File: config.mk
export PLATFORM = sky130hd
export DESIGN_NAME = component_decode_sequencer
export DESIGN_NICKNAME = d
export VERILOG_FILES = /design/src/rtl/component_decode_sequencer_pkg.sv /design/src/rtl/component_decode_position_counter.sv /design/src/rtl/component_decode_sequencer.sv
export SDC_FILE = /design/constraint.sdc
export NUM_CORES = 1
export LEC_CHECK = 0
export ABC_AREA = 1
export CAP_MARGIN = 15
export CELL_PAD_IN_SITES_DETAIL_PLACEMENT = 0
export CELL_PAD_IN_SITES_GLOBAL_PLACEMENT = 1
export CORE_ASPECT_RATIO = 0.6
export CORE_UTILIZATION = 40
export DETAILED_ROUTE_END_ITERATION = 8
export GPL_ROUTABILITY_DRIVEN = 0
export PLACE_DENSITY = 0.73
export SETUP_SLACK_MARGIN = 0.05
export SLEW_MARGIN = 10
export SYNTH_ARGS = -nofsm -noshare
export SYNTH_HDL_FRONTEND = slang
export SYNTH_SLANG_ARGS = --single-unit
File: constraint.sdc
create_clock -name clock -period 5.1 [get_ports clock]
set_clock_uncertainty 0.2 [all_clocks]
set_input_delay 0.765 -clock clock [delete_from_list [all_inputs] [get_ports clock]]
set_output_delay 0.765 -clock clock [all_outputs]
set_load 0.05 [all_outputs]
File: src/rtl/component_decode_sequencer_pkg.sv
// Shared types and constants for the component decode sequencer.
// State encodings, AC coefficients per 8x8 block, and the AC scan length helper.
package component_decode_sequencer_pkg;

   typedef enum logic [2:0] {
      SEQ_IDLE  = 3'd0,
      SEQ_DC    = 3'd1,
      SEQ_AC    = 3'd2,
      SEQ_DRAIN = 3'd3,
      SEQ_DONE  = 3'd4
   } seq_state_e;

   localparam int unsigned AC_PER_BLOCK     = 63;
   localparam int unsigned DEF_MAX_BLOCKS   = 32;
   localparam int unsigned DEF_IDCT_LATENCY = 10;

   function automatic logic [31:0] ac_total(input logic [31:0] blocks);
      return blocks * 32'(AC_PER_BLOCK);
   endfunction

endpackage

File: src/rtl/component_decode_position_counter.sv
// AC scan position register with next-position adder and overrun/complete compares.
// Total scan length is captured once when a component is accepted.
module component_decode_position_counter
   import component_decode_sequencer_pkg::*;
(
   input  logic        clock,
   input  logic        reset_n,
   input  logic        clear_i,
   input  logic [31:0] block_num_i,
   input  logic        advance_i,
   input  logic [5:0]  run_i,
   output logic [31:0] pos_o,
   output logic        overrun_o,
   output logic        complete_o
);

   logic [31:0] pos_q, pos_d;
   logic [31:0] total_q;
   logic [31:0] next_pos;

   assign next_pos   = pos_q + {26'd0, run_i} + 32'd1;
   assign overrun_o  = next_pos > total_q;
   assign complete_o = next_pos == total_q;
   assign pos_o      = pos_q;

   // Position only moves on a pair that stays strictly inside the scan.
   always_comb begin
      pos_d = pos_q;
      if (clear_i) begin
         pos_d = '0;
      end else if (advance_i && (next_pos < total_q)) begin
         pos_d = next_pos;
      end
   end

   always_ff @(posedge clock or negedge reset_n) begin
      if (!reset_n) begin
         pos_q   <= '0;
         total_q <= '0;
      end else begin
         pos_q <= pos_d;
         if (clear_i) begin
            total_q <= ac_total(block_num_i);
         end
      end
   end

endmodule

File: src/rtl/component_decode_sequencer.sv
// Sequences DC VLD, AC VLD, then IDCT drain for one slice component.
// Advances on VLD valid strobes; all outputs are registered.
module component_decode_sequencer
   import component_decode_sequencer_pkg::*;
#(
   parameter int unsigned MAX_BLOCKS   = DEF_MAX_BLOCKS,
   parameter int unsigned IDCT_LATENCY = DEF_IDCT_LATENCY
) (
   input  logic        clock,
   input  logic        reset_n,
   input  logic        start,
   input  logic [31:0] block_num,
   output logic        dc_vld_enable,
   input  logic        dc_vld_valid,
   output logic [31:0] dc_vld_counter,
   output logic        ac_vld_enable,
   input  logic        ac_vld_valid,
   input  logic [5:0]  ac_vld_run,
   output logic [31:0] ac_vld_counter,
   input  logic        slice_end,
   output logic        idct_start,
   output logic        busy,
   output logic        done,
   output logic        error
);

   seq_state_e  state_q;
   logic [31:0] blocks_q;
   logic [31:0] dc_cnt_q;
   logic [31:0] drain_q;
   logic        dc_en_q, ac_en_q, idct_q, busy_q, done_q, error_q;
   logic        accept, ac_step, overrun, complete;

   assign accept  = (state_q == SEQ_IDLE) && start;
   assign ac_step = (state_q == SEQ_AC) && ac_vld_valid;

   component_decode_position_counter u_pos (
      .clock       (clock),
      .reset_n     (reset_n),
      .clear_i     (accept),
      .block_num_i (block_num),
      .advance_i   (ac_step),
      .run_i       (ac_vld_run),
      .pos_o       (ac_vld_counter),
      .overrun_o   (overrun),
      .complete_o  (complete)
   );

   always_ff @(posedge clock or negedge reset_n) begin
      if (!reset_n) begin
         state_q  <= SEQ_IDLE;
         blocks_q <= '0;
         dc_cnt_q <= '0;
         drain_q  <= '0;
         dc_en_q  <= 1'b0;
         ac_en_q  <= 1'b0;
         idct_q   <= 1'b0;
         busy_q   <= 1'b0;
         done_q   <= 1'b0;
         error_q  <= 1'b0;
      end else begin
         idct_q <= 1'b0;
         done_q <= 1'b0;
         case (state_q)
            SEQ_IDLE: begin
               if (start) begin
                  blocks_q <= block_num;
                  dc_cnt_q <= '0;
                  error_q  <= 1'b0;
                  busy_q   <= 1'b1;
                  if (block_num == 32'd0) begin
                     state_q <= SEQ_DONE;
                     done_q  <= 1'b1;
                  end else if (block_num > 32'(MAX_BLOCKS)) begin
                     error_q <= 1'b1;
                     state_q <= SEQ_DONE;
                     done_q  <= 1'b1;
                  end else begin
                     state_q <= SEQ_DC;
                     dc_en_q <= 1'b1;
                  end
               end
            end
            SEQ_DC: begin
               if (dc_vld_valid) begin
                  if (dc_cnt_q == blocks_q - 32'd1) begin
                     state_q <= SEQ_AC;
                     dc_en_q <= 1'b0;
                     ac_en_q <= 1'b1;
                  end else begin
                     dc_cnt_q <= dc_cnt_q + 32'd1;
                  end
               end
            end
            SEQ_AC: begin
               // A pair arriving with slice_end is still checked for overrun first.
               if (ac_vld_valid && overrun) begin
                  error_q <= 1'b1;
                  ac_en_q <= 1'b0;
                  state_q <= SEQ_DONE;
                  done_q  <= 1'b1;
               end else if ((ac_vld_valid && complete) || slice_end) begin
                  ac_en_q <= 1'b0;
                  idct_q  <= 1'b1;
                  drain_q <= 32'(IDCT_LATENCY) + blocks_q - 32'd1;
                  state_q <= SEQ_DRAIN;
               end
            end
            SEQ_DRAIN: begin
               if (drain_q == 32'd0) begin
                  state_q <= SEQ_DONE;
                  done_q  <= 1'b1;
               end else begin
                  drain_q <= drain_q - 32'd1;
               end
            end
            SEQ_DONE: begin
               state_q <= SEQ_IDLE;
               busy_q  <= 1'b0;
            end
            default: begin
               state_q <= SEQ_IDLE;
               busy_q  <= 1'b0;
               dc_en_q <= 1'b0;
               ac_en_q <= 1'b0;
            end
         endcase
      end
   end

   assign dc_vld_enable  = dc_en_q;
   assign dc_vld_counter = dc_cnt_q;
   assign ac_vld_enable  = ac_en_q;
   assign idct_start     = idct_q;
   assign busy           = busy_q;
   assign done           = done_q;
   assign error          = error_q;

endmodule
==> impl_metrics.xml, run 1 <==
<?xml version="1.0" encoding="UTF-8"?>
<metrics>
  <group name="synthesis">
    <metric name="syn_area_per_cell" unit="sq um">7.06</metric>
    <metric name="synth.cell_area" unit="sq mm">0.0164</metric>
    <metric name="synth_nets" unit="">2546</metric>
    <metric name="area_share_of_the_leading_cell_type_in_the_synthesized_netlist" unit="">0.257</metric>
    <metric name="synth.lib_cells_used.distinct" unit="">49</metric>
    <metric name="yosysWarningCount" unit="">0</metric>
    <metric name="most_used_flip_flop_cell_after_synthesis" unit="">sky130_fd_sc_hd__dfrtp_1</metric>
    <metric name="synthArstFlopShare" unit="">1.00</metric>
    <metric name="ys_seq_area_frac" unit="">0.257</metric>
    <metric name="ys_ff_latch" unit="">168</metric>
    <metric name="synthesized_netlist_cell_count" unit="">2323</metric>
    <metric name="number_of_flops_mapped_to_enable_cells_by_yosys" unit="">0</metric>
    <metric name="synth.largest_area_cell" unit="">sky130_fd_sc_hd__dfrtp_1</metric>
    <metric name="yosys-top-cells-area" unit="">sky130_fd_sc_hd__dfrtp_1 26%, sky130_fd_sc_hd__nand2_1 13%, sky130_fd_sc_hd__fa_1 10%, sky130_fd_sc_hd__inv_1 7.6%, sky130_fd_sc_hd__ha_1 7.3%</metric>
  </group>
  <group name="pwr">
    <metric name="sequentialPowerShare" unit="">0.222</metric>
    <metric name="worst_ir_drop_vdd" unit="mV">0.443</metric>
    <metric name="p_int" unit="mW">5.13</metric>
    <metric name="swShare" unit="">0.505</metric>
    <metric name="power.share.combinational" unit="">0.634</metric>
    <metric name="power_switching" unit="mW">5.25</metric>
    <metric name="power_density" unit="mW/mm^2">530</metric>
    <metric name="p_clk_frac" unit="">0.143</metric>
    <metric name="cellLeakagePower" unit="nW">9.33</metric>
  </group>
  <group name="sta">
    <metric name="final.min_clock_period" unit="ps">4970</metric>
    <metric name="rsz0062_at_grt" unit="">false</metric>
    <metric name="max_slew.worst_pin.slew" unit="ps">1020</metric>
    <metric name="finalWorstSetupSlack" unit="ps">131</metric>
    <metric name="final-hold-violation-count" unit="">0</metric>
    <metric name="relSlewSlack" unit="">0.319</metric>
    <metric name="timing.final.setup_violations" unit="">0</metric>
    <metric name="max_freq" unit="MHz">201</metric>
    <metric name="min_period_over_period" unit="">0.974</metric>
    <metric name="drv_slew" unit="">0</metric>
  </group>
  <group name="grt">
    <metric name="grt_max_degree" unit="">91</metric>
    <metric name="grt.overflow.total" unit="">0</metric>
    <metric name="antenna_found_initial" unit="">2</metric>
    <metric name="grt_first_pass_wirelength" unit="um">88100</metric>
    <metric name="grt.total_usage" unit="">0.275</metric>
    <metric name="first_global_vias" unit="">14600</metric>
  </group>
  <group name="critical_path">
    <metric name="critical_path.reg2reg.startpoint" unit="">u_pos.pos_o[5]</metric>
    <metric name="critical_path_class" unit="">in -&gt; reg</metric>
    <metric name="crit_arrival" unit="ps">5070</metric>
    <metric name="timing.critical_path.from" unit="">block_num[13]</metric>
    <metric name="worst_ep_required_time" unit="ps">5210</metric>
    <metric name="path_max_fanout" unit="">4</metric>
    <metric name="timing.reg2reg.setup_slack" unit="ps">700</metric>
    <metric name="kind_of_capture_point_of_the_worst_setup_path" unit="">flip-flop</metric>
    <metric name="critical_path.reg2reg.endpoint" unit="">drain_q[28]</metric>
    <metric name="worstSetupStartpointType" unit="">input port</metric>
    <metric name="r2r.worst_path.cells" unit="">25</metric>
  </group>
  <group name="cts">
    <metric name="cts.root.buffer_cell" unit="">sky130_fd_sc_hd__clkbuf_16</metric>
    <metric name="cts_inserted_buffers" unit="">17</metric>
    <metric name="cts_tree" unit="">done</metric>
    <metric name="cts.htree.levels" unit="">4</metric>
    <metric name="path_clk_slew" unit="ps">70</metric>
    <metric name="clkLatencyLatePin" unit="ps">470</metric>
    <metric name="post-cts-setup-buffer-count" unit="">0</metric>
    <metric name="cts_max_path_buffers" unit="">2</metric>
    <metric name="cts.sink_count" unit="">168</metric>
    <metric name="cts_hold_buffers" unit="">0</metric>
  </group>
  <group name="final_layout">
    <metric name="fin_util" unit="">0.484</metric>
    <metric name="finalNetCount" unit="">2741</metric>
    <metric name="finalInstanceArea" unit="sq mm">0.0196</metric>
    <metric name="syn2layout_area_growth" unit="%">19.5</metric>
    <metric name="layout-drive-gt1-share" unit="">0.0857</metric>
  </group>
  <group name="placement">
    <metric name="dpl.hpwl" unit="um">46200</metric>
    <metric name="portBuffers" unit="">113</metric>
    <metric name="placement.cell_area" unit="sq mm">0.0189</metric>
    <metric name="dp_slack" unit="ps">-201</metric>
  </group>
  <group name="floorplanning">
    <metric name="core.rowCount" unit="">57</metric>
    <metric name="core" unit="sq mm">0.0404</metric>
    <metric name="fp.dieH" unit="um">159</metric>
    <metric name="initial_core_util" unit="">0.405</metric>
    <metric name="die_area" unit="sq mm">0.0418</metric>
    <metric name="pin_count" unit="">114</metric>
    <metric name="die-width" unit="um">263</metric>
  </group>
  <group name="drt">
    <metric name="routed_wl" unit="um">57200</metric>
    <metric name="drc" unit="">0</metric>
    <metric name="route.detailed.vias_per_inst" unit="">5.32</metric>
    <metric name="vias_after_detailed_routing" unit="">16300</metric>
    <metric name="number_of_nets_still_failing_antenna_checks_after_routing" unit="">0</metric>
    <metric name="detailed_routing_iterations_pass_1" unit="">9</metric>
    <metric name="wl_per_cell" unit="um">18.7</metric>
    <metric name="drt-initial-drc-count" unit="">1863</metric>
  </group>
  <group name="flow_run">
    <metric name="max-cap-violations" unit="">0</metric>
  </group>
  <group name="outcome">
    <metric name="run_status" unit="">completed</metric>
  </group>
  <group name="hold_path">
    <metric name="holdCritPathClass" unit="">in -&gt; async</metric>
  </group>
</metrics>
critical path, cell delays in order:
cell and delay, ps:
sky130_fd_sc_hd__clkdlybuf4s50_1 570, sky130_fd_sc_hd__fa_1 640, sky130_fd_sc_hd__fa_1 540, sky130_fd_sc_hd__fa_1 490
sky130_fd_sc_hd__ha_1 330, sky130_fd_sc_hd__buf_4 130, sky130_fd_sc_hd__nand2_1 130, sky130_fd_sc_hd__nor2_1 150
sky130_fd_sc_hd__inv_1 100, sky130_fd_sc_hd__nor3_1 430, sky130_fd_sc_hd__nand3_1 210, sky130_fd_sc_hd__nand3_1 190
sky130_fd_sc_hd__nand3_1 90, sky130_fd_sc_hd__nand3_1 90, sky130_fd_sc_hd__nand2_1 50, sky130_fd_sc_hd__nand3_1 70
sky130_fd_sc_hd__o21ai_0 90
synth_stat cells, types with 3 or more instances:
cell,instances
sky130_fd_sc_hd__o21ai_1,15
sky130_fd_sc_hd__xor2_1,97
sky130_fd_sc_hd__dfrtp_1,168
sky130_fd_sc_hd__nand3_1,129
sky130_fd_sc_hd__nor2_2,12
sky130_fd_sc_hd__nor4_1,19
sky130_fd_sc_hd__or2_2,8
sky130_fd_sc_hd__buf_2,18
sky130_fd_sc_hd__xnor2_1,38
sky130_fd_sc_hd__inv_1,334
sky130_fd_sc_hd__nand2_1,570
sky130_fd_sc_hd__clkbuf_1,50
sky130_fd_sc_hd__o211ai_1,4
sky130_fd_sc_hd__nand4_1,84
sky130_fd_sc_hd__a21oi_1,64
sky130_fd_sc_hd__nor3_1,49
sky130_fd_sc_hd__fa_1,84
sky130_fd_sc_hd__nor2_4,4
sky130_fd_sc_hd__buf_6,4
sky130_fd_sc_hd__nor2_1,232
sky130_fd_sc_hd__o22ai_1,25
sky130_fd_sc_hd__o21bai_1,11
sky130_fd_sc_hd__nand3b_1,10
sky130_fd_sc_hd__inv_2,10
sky130_fd_sc_hd__o21ai_0,152
sky130_fd_sc_hd__ha_1,95
sky130_fd_sc_hd__o21a_1,4
sky130_fd_sc_hd__or2_1,3
power by group through the flow:
stage	sequential [mW]	clock, mW	combinational [mW]
floorplan	2.18	0	4.18
global placement	2.31	0	6.38
global route	2.37	1.56	7.33
finish	2.31	1.49	6.58
CTS	2.30	1.51	6.47
detailed placement	2.32	0	6.43
area by class of cell:
| type | instances | area [sq um] |
|---|---|---|
| Timing Repair Buffer | 249 | 2190 |
| Sequential cell | 168 | 4200 |
| Tap cell | 531 | 664 |
| Inverter | 346 | 1300 |
| Multi-Input combinational cell | 1736 | 10600 |
| Fill cell | 4173 | 20900 |
| Clock buffer | 19 | 443 |
| Clock inverter | 13 | 191 |
| Antenna cell | 1 | 2.50 |
placed cells by master, fill, tap and decap left out, types with 3 or more instances in the layout:
cell / Yosys / routed
sky130_fd_sc_hd__xor2_1: 97 / 97
sky130_fd_sc_hd__nor2_1: 232 / 230
sky130_fd_sc_hd__inv_2: 10 / 10
sky130_fd_sc_hd__buf_4: 1 / 133
sky130_fd_sc_hd__or2_1: 3 / 3
sky130_fd_sc_hd__nand3_2: 2 / 3
sky130_fd_sc_hd__buf_12: 0 / 3
sky130_fd_sc_hd__nor2_2: 12 / 13
sky130_fd_sc_hd__o21ai_1: 15 / 16
sky130_fd_sc_hd__nor2_4: 4 / 5
sky130_fd_sc_hd__o211ai_1: 4 / 4
sky130_fd_sc_hd__o21ai_0: 152 / 151
sky130_fd_sc_hd__o22ai_1: 25 / 25
sky130_fd_sc_hd__bufinv_16: 0 / 4
sky130_fd_sc_hd__nor3_1: 49 / 49
sky130_fd_sc_hd__inv_1: 334 / 334
sky130_fd_sc_hd__o21a_1: 4 / 4
sky130_fd_sc_hd__nand2_1: 570 / 569
sky130_fd_sc_hd__or2_2: 8 / 8
sky130_fd_sc_hd__inv_6: 0 / 3
sky130_fd_sc_hd__ha_1: 95 / 95
sky130_fd_sc_hd__clkbuf_16: 0 / 17
sky130_fd_sc_hd__nand3_1: 129 / 128
sky130_fd_sc_hd__xnor2_1: 38 / 38
sky130_fd_sc_hd__dfrtp_1: 168 / 168
sky130_fd_sc_hd__o21bai_1: 11 / 11
sky130_fd_sc_hd__a21oi_2: 0 / 3
sky130_fd_sc_hd__nand4_1: 84 / 84
sky130_fd_sc_hd__nand3b_1: 10 / 10
sky130_fd_sc_hd__fa_1: 84 / 84
sky130_fd_sc_hd__clkdlybuf4s50_1: 0 / 112
sky130_fd_sc_hd__a21oi_1: 64 / 61
sky130_fd_sc_hd__nand2_2: 2 / 3
sky130_fd_sc_hd__nor4_1: 19 / 19
kinds of logic (layout without fill, tap and decap cells):
group,Yosys count,count (layout),share of synthesized area
adder cells (fa/ha/maj),179,179,0.175
other,0,1,0
multiplexers,1,1,0.000611
flip-flops,168,168,0.257
AO/OA/AOI/OAI,288,288,0.0948
AND/OR/NAND/NOR,1133,1133,0.301
buffers and inverters,419,627,0.0994
XOR/XNOR,135,135,0.0721
registers in the layout, summed over array words and instances, names as in the netlist:
signal,count
blocks_q,32
dc_vld_counter,32
drain_q,32
u_pos.pos_o,32
u_pos.total_q,31
state_q,3
ac_vld_enable,1
busy,1
dc_vld_enable,1
done,1
error,1
idct_start,1
metal layers:
layer  track usage  routed length (um)  vias up
met5             0                   8        -
met4        0.0524                 614        2
met3        0.0800                6580       40
met2         0.308               19500      712
met1         0.479               30500     7706
li1              -                   -     7846
worst max-delay path by stage:
stage	endpoint	slack, ps
3_5_place_dp	u_pos.total_q[22]	-200
4_1_cts	u_pos.total_q[22]	220
5_1_grt	u_pos.total_q[26]	60
2_1_floorplan	u_pos.total_q[31]	720
6_report	u_pos.total_q[26]	130
3_3_place_gp	u_pos.total_q[21]	-210
through the flow:
stage	hold WS [ps]	total power, mW	TNS (ps)	std cells
finish	189	10.4	0	3063
global route	251	11.3	0	3063
CTS	218	10.3	0	3062
detailed placement	277	8.75	-2090	3030
global placement	263	8.69	-1310	3030
floorplan	249	6.36	0	2323
timing repair:
item                                    4_1_cts  5_1_grt
gates resized for setup                       0        5
endpoints found under the hold margin         0        0
endpoints found under the setup margin        0        6
Power figures use the tool's default switching activity.
==> inputs of run 2 (changes only) <==
--- a/config.mk
+++ b/config.mk
@@ -14,7 +14,6 @@
 export DETAILED_ROUTE_END_ITERATION = 8
 export GPL_ROUTABILITY_DRIVEN = 0
 export PLACE_DENSITY = 0.73
-export SETUP_SLACK_MARGIN = 0.05
 export SLEW_MARGIN = 10
 export SYNTH_ARGS = -nofsm -noshare
 export SYNTH_HDL_FRONTEND = slang
==> impl_metrics.xml, run 2 (synthesized netlist as in run 1, its figures left out) <==
<?xml version="1.0" encoding="UTF-8"?>
<metrics>
  <group name="pwr">
    <metric name="power.share.combinational" unit="">0.633</metric>
    <metric name="swShare" unit="">0.505</metric>
    <metric name="power_density" unit="mW/mm^2">529</metric>
    <metric name="sequentialPowerShare" unit="">0.223</metric>
    <metric name="p_clk_frac" unit="">0.144</metric>
    <metric name="p_int" unit="mW">5.13</metric>
    <metric name="cellLeakagePower" unit="nW">9.33</metric>
    <metric name="worst_ir_drop_vdd" unit="mV">0.440</metric>
    <metric name="power_switching" unit="mW">5.23</metric>
  </group>
  <group name="drt">
    <metric name="number_of_nets_still_failing_antenna_checks_after_routing" unit="">0</metric>
    <metric name="route.detailed.vias_per_inst" unit="">5.32</metric>
    <metric name="routed_wl" unit="um">57100</metric>
    <metric name="drt-initial-drc-count" unit="">1738</metric>
    <metric name="route.met2.wl" unit="um">19400</metric>
    <metric name="dr.max_layer_used" unit="">met5</metric>
    <metric name="drc" unit="">0</metric>
    <metric name="detailed_routing_iterations_pass_1" unit="">5</metric>
    <metric name="wl_met1" unit="um">30700</metric>
    <metric name="wl_per_cell" unit="um">18.6</metric>
    <metric name="routed-wl-met3" unit="um">6330</metric>
    <metric name="vias_after_detailed_routing" unit="">16300</metric>
  </group>
  <group name="final_layout">
    <metric name="syn2layout_area_growth" unit="%">19.4</metric>
    <metric name="most-common-layout-cells" unit="">570 x sky130_fd_sc_hd__nand2_1, 334 x sky130_fd_sc_hd__inv_1, 230 x sky130_fd_sc_hd__nor2_1, 168 x sky130_fd_sc_hd__dfrtp_1, 151 x sky130_fd_sc_hd__o21ai_0</metric>
    <metric name="finalNetCount" unit="">2741</metric>
    <metric name="layout-drive-gt1-share" unit="">0.0842</metric>
    <metric name="finalInstanceArea" unit="sq mm">0.0196</metric>
    <metric name="layout_commonest_cell" unit="">sky130_fd_sc_hd__nand2_1</metric>
  </group>
  <group name="placement">
    <metric name="dpl.hpwl" unit="um">46200</metric>
    <metric name="portBuffers" unit="">113</metric>
    <metric name="placement.cell_area" unit="sq mm">0.0189</metric>
  </group>
  <group name="cts">
    <metric name="post-cts-setup-buffer-count" unit="">0</metric>
    <metric name="cts_tree" unit="">done</metric>
    <metric name="clkLatencyLatePin" unit="ps">470</metric>
    <metric name="cts.root.buffer_cell" unit="">sky130_fd_sc_hd__clkbuf_16</metric>
    <metric name="cts_max_path_buffers" unit="">2</metric>
    <metric name="path_clk_slew" unit="ps">70</metric>
    <metric name="cts.sink_count" unit="">168</metric>
    <metric name="cts.htree.levels" unit="">4</metric>
    <metric name="cts_inserted_buffers" unit="">17</metric>
    <metric name="cts_hold_buffers" unit="">0</metric>
  </group>
  <group name="grt">
    <metric name="grt_first_pass_wirelength" unit="um">88100</metric>
    <metric name="first_global_vias" unit="">14600</metric>
    <metric name="grt.overflow.total" unit="">0</metric>
    <metric name="antenna_found_initial" unit="">2</metric>
    <metric name="grt_max_degree" unit="">91</metric>
    <metric name="grt.total_usage" unit="">0.275</metric>
  </group>
  <group name="floorplanning">
    <metric name="die_area" unit="sq mm">0.0418</metric>
    <metric name="core" unit="sq mm">0.0404</metric>
    <metric name="core.rowCount" unit="">57</metric>
    <metric name="initial_core_util" unit="">0.405</metric>
    <metric name="pin_count" unit="">114</metric>
    <metric name="fp.dieH" unit="um">159</metric>
    <metric name="die-width" unit="um">263</metric>
  </group>
  <group name="critical_path">
    <metric name="critical_path.reg2reg.endpoint" unit="">drain_q[28]</metric>
    <metric name="r2r.worst_path.cells" unit="">25</metric>
    <metric name="kind_of_capture_point_of_the_worst_setup_path" unit="">flip-flop</metric>
    <metric name="worstSetupStartpointType" unit="">input port</metric>
    <metric name="critical_path_class" unit="">in -&gt; reg</metric>
    <metric name="timing.reg2reg.setup_slack" unit="ps">700</metric>
    <metric name="path_max_fanout" unit="">4</metric>
    <metric name="crit_arrival" unit="ps">5110</metric>
    <metric name="worst_ep_required_time" unit="ps">5210</metric>
    <metric name="critical_path.reg2reg.startpoint" unit="">u_pos.pos_o[5]</metric>
  </group>
  <group name="sta">
    <metric name="fin_worst_hold_slack" unit="ps">181</metric>
    <metric name="max_freq" unit="MHz">200</metric>
    <metric name="final.min_clock_period" unit="ps">5000</metric>
    <metric name="final-hold-violation-count" unit="">0</metric>
    <metric name="totalNegativeSetupSlack" unit="ps">0</metric>
    <metric name="max_slew.worst_pin.slew" unit="ps">1020</metric>
    <metric name="min_period_over_period" unit="">0.980</metric>
    <metric name="timing.final.setup_violations" unit="">0</metric>
    <metric name="rsz0062_at_grt" unit="">false</metric>
    <metric name="relSlewSlack" unit="">0.318</metric>
    <metric name="drv_slew" unit="">0</metric>
  </group>
  <group name="hold_path">
    <metric name="holdCritPathClass" unit="">in -&gt; async</metric>
  </group>
  <group name="outcome">
    <metric name="run_status" unit="">completed</metric>
  </group>
  <group name="flow_run">
    <metric name="max-cap-violations" unit="">0</metric>
  </group>
</metrics>
run 2: cell counts in the layout (fill, tap and decap cells not counted):
Identical to the previous run, type by type.
run 2: worst max path at each step:
| stage | start | to | slack, ps |
|---|---|---|---|
| floorplan | block_num[3] | u_pos.total_q[31] | 720 |
| global placement | block_num[3] | u_pos.total_q[21] | -210 |
| detailed placement | block_num[3] | u_pos.total_q[22] | -200 |
| CTS | block_num[3] | u_pos.total_q[22] | 220 |
| global route | block_num[9] | u_pos.total_q[22] | 40 |
| finish | block_num[13] | u_pos.total_q[26] | 100 |
run 2: worst max-delay path, stage by stage:
cell and delay (ps):
sky130_fd_sc_hd__clkdlybuf4s50_1 590, sky130_fd_sc_hd__fa_1 650, sky130_fd_sc_hd__fa_1 540, sky130_fd_sc_hd__fa_1 490
sky130_fd_sc_hd__ha_1 330, sky130_fd_sc_hd__buf_4 130, sky130_fd_sc_hd__nand2_1 120, sky130_fd_sc_hd__nor2_1 150
sky130_fd_sc_hd__inv_1 110, sky130_fd_sc_hd__nor3_1 430, sky130_fd_sc_hd__nand3_1 220, sky130_fd_sc_hd__nand3_1 190
sky130_fd_sc_hd__nand3_1 90, sky130_fd_sc_hd__nand3_1 90, sky130_fd_sc_hd__nand2_1 50, sky130_fd_sc_hd__nand3_1 70
sky130_fd_sc_hd__o21ai_0 90
run 2: timing repair:
item	4_1_cts	5_1_grt
hold endpoints to repair	0	0
setup endpoints to repair	0	1
gates resized for setup	0	1
run 2: final cells by class:
| class | instances | area (sq um) |
|---|---|---|
| diodes | 1 | 2.50 |
| clock buffers | 19 | 443 |
| clock inverters | 13 | 191 |
| fillers | 4173 | 20900 |
| inverters | 346 | 1300 |
| multi-input cells | 1736 | 10600 |
| flip-flops and latches | 168 | 4200 |
| well taps | 531 | 664 |
| repair buffers | 249 | 2190 |
run 2: power groups by stage:
| stage | clock, mW | sequential (mW) | combinational [mW] |
|---|---|---|---|
| after floorplan | 0 | 2.18 | 4.18 |
| after global placement | 0 | 2.31 | 6.38 |
| after detailed placement | 0 | 2.32 | 6.43 |
| after CTS | 1.51 | 2.30 | 6.47 |
| after global routing | 1.56 | 2.37 | 7.31 |
| final | 1.49 | 2.31 | 6.56 |
run 2: stage by stage:
step | utilization | setup WS [ps] | cells | power (mW)
4_1_cts | 0.484 | 223 | 3062 | 10.3
3_3_place_gp | 0.468 | -208 | 3030 | 8.69
6_report | 0.484 | 101 | 3063 | 10.4
5_1_grt | 0.484 | 35.2 | 3063 | 11.2
2_1_floorplan | - | 720 | 2323 | 6.36
3_5_place_dp | 0.468 | -201 | 3030 | 8.75
run 2: metal layers:
metal / track usage / up-vias
li1: - / 7860
met1: 0.479 / 7736
met2: 0.308 / 646
met3: 0.0800 / 39
met4: 0.0524 / 2
met5: 0 / -
==> inputs of run 3 (changes only) <==
==> constraint.sdc (replaced) <==
create_clock -name clock -period 5.1 [get_ports clock]
set_clock_uncertainty 0.2 [all_clocks]
set_input_delay 1.275 -clock clock [delete_from_list [all_inputs] [get_ports clock]]
set_output_delay 1.275 -clock clock [all_outputs]
set_load 0.05 [all_outputs]
==> impl_metrics.xml, run 3 (synthesized netlist as in run 1, its figures left out) <==
<?xml version="1.0" encoding="UTF-8"?>
<metrics>
  <group name="sta">
    <metric name="drv_slew" unit="">0</metric>
    <metric name="totalNegativeSetupSlack" unit="ps">0</metric>
    <metric name="finalWorstSetupSlack" unit="ps">103</metric>
    <metric name="final-hold-violation-count" unit="">0</metric>
    <metric name="relSlewSlack" unit="">0.398</metric>
    <metric name="timing.final.setup_violations" unit="">0</metric>
    <metric name="min_period_over_period" unit="">0.980</metric>
    <metric name="fin_worst_hold_slack" unit="ps">277</metric>
    <metric name="max_slew.worst_pin.slew" unit="ps">903</metric>
    <metric name="max_freq" unit="MHz">200</metric>
    <metric name="final.min_clock_period" unit="ps">5000</metric>
  </group>
  <group name="hold_path">
    <metric name="worstHoldEndpoint" unit="">dc_vld_enable</metric>
    <metric name="holdPathStages" unit="">2</metric>
    <metric name="hold_path.startpoint" unit="">dc_vld_enable</metric>
    <metric name="holdCritPathClass" unit="">reg -&gt; reg</metric>
  </group>
  <group name="drt">
    <metric name="drc" unit="">0</metric>
    <metric name="drt-initial-drc-count" unit="">1881</metric>
    <metric name="detailed_routing_iterations_pass_1" unit="">5</metric>
    <metric name="vias_after_detailed_routing" unit="">16900</metric>
    <metric name="route.detailed.vias_per_inst" unit="">5.31</metric>
    <metric name="number_of_nets_still_failing_antenna_checks_after_routing" unit="">0</metric>
    <metric name="wl_per_cell" unit="um">18.5</metric>
    <metric name="routed_wl" unit="um">58900</metric>
  </group>
  <group name="critical_path">
    <metric name="crit_arrival" unit="ps">5130</metric>
    <metric name="path_max_fanout" unit="">4</metric>
    <metric name="worst_path_cell_trace" unit="">clkdlybuf4s50_1, buf_4, fa_2, fa_1, fa_2, ha_1, buf_4, a21o_1, nand2_1, nand2_1, o21bai_1, a21oi_1, nor2_1, nor2_1, xor2_1, o21ai_0</metric>
    <metric name="kind_of_capture_point_of_the_worst_setup_path" unit="">flip-flop</metric>
    <metric name="timing.reg2reg.setup_slack" unit="ps">600</metric>
    <metric name="critical_path_class" unit="">in -&gt; reg</metric>
    <metric name="r2r.worst_path.cells" unit="">19</metric>
    <metric name="worstSetupStartpointType" unit="">input port</metric>
    <metric name="critical_path.reg2reg.startpoint" unit="">u_pos.pos_o[8]</metric>
    <metric name="critical_path_s_largest_stage_delay" unit="ps">590</metric>
    <metric name="cp_slowest_cell" unit="">sky130_fd_sc_hd__fa_2</metric>
    <metric name="critical_path.reg2reg.endpoint" unit="">drain_q[19]</metric>
    <metric name="worst_ep_required_time" unit="ps">5230</metric>
  </group>
  <group name="final_layout">
    <metric name="syn2layout_area_growth" unit="%">28.7</metric>
    <metric name="fin_util" unit="">0.521</metric>
    <metric name="finalInstanceArea" unit="sq mm">0.0211</metric>
    <metric name="layout_commonest_cell" unit="">sky130_fd_sc_hd__nand2_1</metric>
    <metric name="layout-drive-gt1-share" unit="">0.163</metric>
    <metric name="most-common-layout-cells" unit="">555 x sky130_fd_sc_hd__nand2_1, 324 x sky130_fd_sc_hd__inv_1, 234 x sky130_fd_sc_hd__buf_4, 219 x sky130_fd_sc_hd__nor2_1, 168 x sky130_fd_sc_hd__dfrtp_1</metric>
    <metric name="layout.cells.non_filler" unit="">3174</metric>
    <metric name="finalNetCount" unit="">2853</metric>
  </group>
  <group name="cts">
    <metric name="clkLatencyLatePin" unit="ps">470</metric>
    <metric name="cts_max_path_buffers" unit="">2</metric>
    <metric name="cts_inserted_buffers" unit="">17</metric>
    <metric name="cts_tree" unit="">done</metric>
    <metric name="cts.htree.levels" unit="">4</metric>
    <metric name="cts.root.buffer_cell" unit="">sky130_fd_sc_hd__clkbuf_16</metric>
    <metric name="cts.sink_count" unit="">168</metric>
    <metric name="path_clk_slew" unit="ps">70</metric>
  </group>
  <group name="outcome">
    <metric name="run_status" unit="">completed</metric>
  </group>
  <group name="pwr">
    <metric name="cellLeakagePower" unit="nW">10.2</metric>
    <metric name="worst_ir_drop_vdd" unit="mV">0.414</metric>
    <metric name="power_density" unit="mW/mm^2">539</metric>
    <metric name="overall_power_after_layout" unit="mW">11.4</metric>
  </group>
  <group name="floorplanning">
    <metric name="die-width" unit="um">263</metric>
    <metric name="initial_core_util" unit="">0.405</metric>
    <metric name="core.rowCount" unit="">57</metric>
    <metric name="die_area" unit="sq mm">0.0418</metric>
    <metric name="fp.dieH" unit="um">159</metric>
    <metric name="core" unit="sq mm">0.0404</metric>
    <metric name="pin_count" unit="">114</metric>
  </group>
  <group name="placement">
    <metric name="dpl.hpwl" unit="um">46600</metric>
    <metric name="dp_slack" unit="ps">-809</metric>
    <metric name="placement.cell_area" unit="sq mm">0.0197</metric>
    <metric name="portBuffers" unit="">113</metric>
    <metric name="dp_cell_count" unit="">3129</metric>
  </group>
  <group name="grt">
    <metric name="grt.overflow.total" unit="">0</metric>
    <metric name="grt.total_usage" unit="">0.282</metric>
    <metric name="antenna_found_initial" unit="">2</metric>
    <metric name="grt_first_pass_wirelength" unit="um">90500</metric>
    <metric name="first_global_vias" unit="">15300</metric>
    <metric name="grt_max_degree" unit="">91</metric>
  </group>
  <group name="flow_run">
    <metric name="max-cap-violations" unit="">0</metric>
  </group>
</metrics>
-- run 3: cell types whose count changed in the layout (fill, tap and decap cells not counted), moves of 13 or more --
cell                              before  now
sky130_fd_sc_hd__ha_1                 95   79
sky130_fd_sc_hd__nand2_1             570  555
sky130_fd_sc_hd__a21oi_2               0   15
sky130_fd_sc_hd__buf_4               133  234
sky130_fd_sc_hd__a21oi_1              64   49
sky130_fd_sc_hd__dlymetal6s2s_1        0   15
sky130_fd_sc_hd__ha_4                  0   15
sky130_fd_sc_hd__dlygate4sd2_1         0   13
sky130_fd_sc_hd__nand2_2               2   15
sky130_fd_sc_hd__clkdlybuf4s50_1     112   80
-- run 3: critical path: cells and delay by family --
family	cells	cell delay, ps
XOR/XNOR	1	210
buffers and inverters	3	730
AND/OR/NAND/NOR	4	310
adder cells (fa/ha/maj)	4	1890
AO/OA/AOI/OAI	4	700
-- run 3: worst max-delay path by stage --
| stage | startpoint | endpoint | slack (ps) | depth (start not counted) |
|---|---|---|---|---|
| 2_1_floorplan | block_num[3] | u_pos.total_q[31] | 210 | 16 |
| 3_3_place_gp | block_num[3] | u_pos.total_q[31] | -770 | 18 |
| 3_5_place_dp | block_num[3] | u_pos.total_q[31] | -810 | 18 |
| 4_1_cts | block_num[11] | u_pos.total_q[31] | 3 | 17 |
| 5_1_grt | block_num[11] | u_pos.total_q[20] | -20 | 16 |
| 6_report | block_num[11] | u_pos.total_q[21] | 100 | 16 |
-- run 3: routing by layer --
layer | vias up | track usage | part of all wire
met5 | - | 0 | 0.00046
met4 | 4 | 0.0447 | 0.0090
met3 | 36 | 0.0761 | 0.097
met2 | 653 | 0.332 | 0.36
met1 | 8107 | 0.484 | 0.54
li1 | 8067 | - | -
-- run 3: repair_timing --
| action | in CTS | in global routing |
|---|---|---|
| gates resized for setup | 47 | 131 |
| pin swaps | 5 | 36 |
| gates cloned | 2 | 1 |
| setup buffers | 3 | 7 |
| endpoints found under the hold margin | 0 | 0 |
| endpoints found under the setup margin | 52 | 86 |
| hold buffers | 0 | 0 |
-- run 3: power by group --
group          switching, mW  internal, mW
Sequential             0.567          1.75
Clock                  0.640         0.814
Combinational           4.38          3.21
Total                   5.59          5.78
-- run 3: final cells by class --
cell class                 count  area (sq um)
antenna                        1          2.50
clock buffer                  22           474
clock inverter                 9           138
fill                        3939         19400
inverter                     346          1300
multi-input combinational   1736         11100
sequential                   168          4200
tap                          531           664
timing repair buffer         361          3150
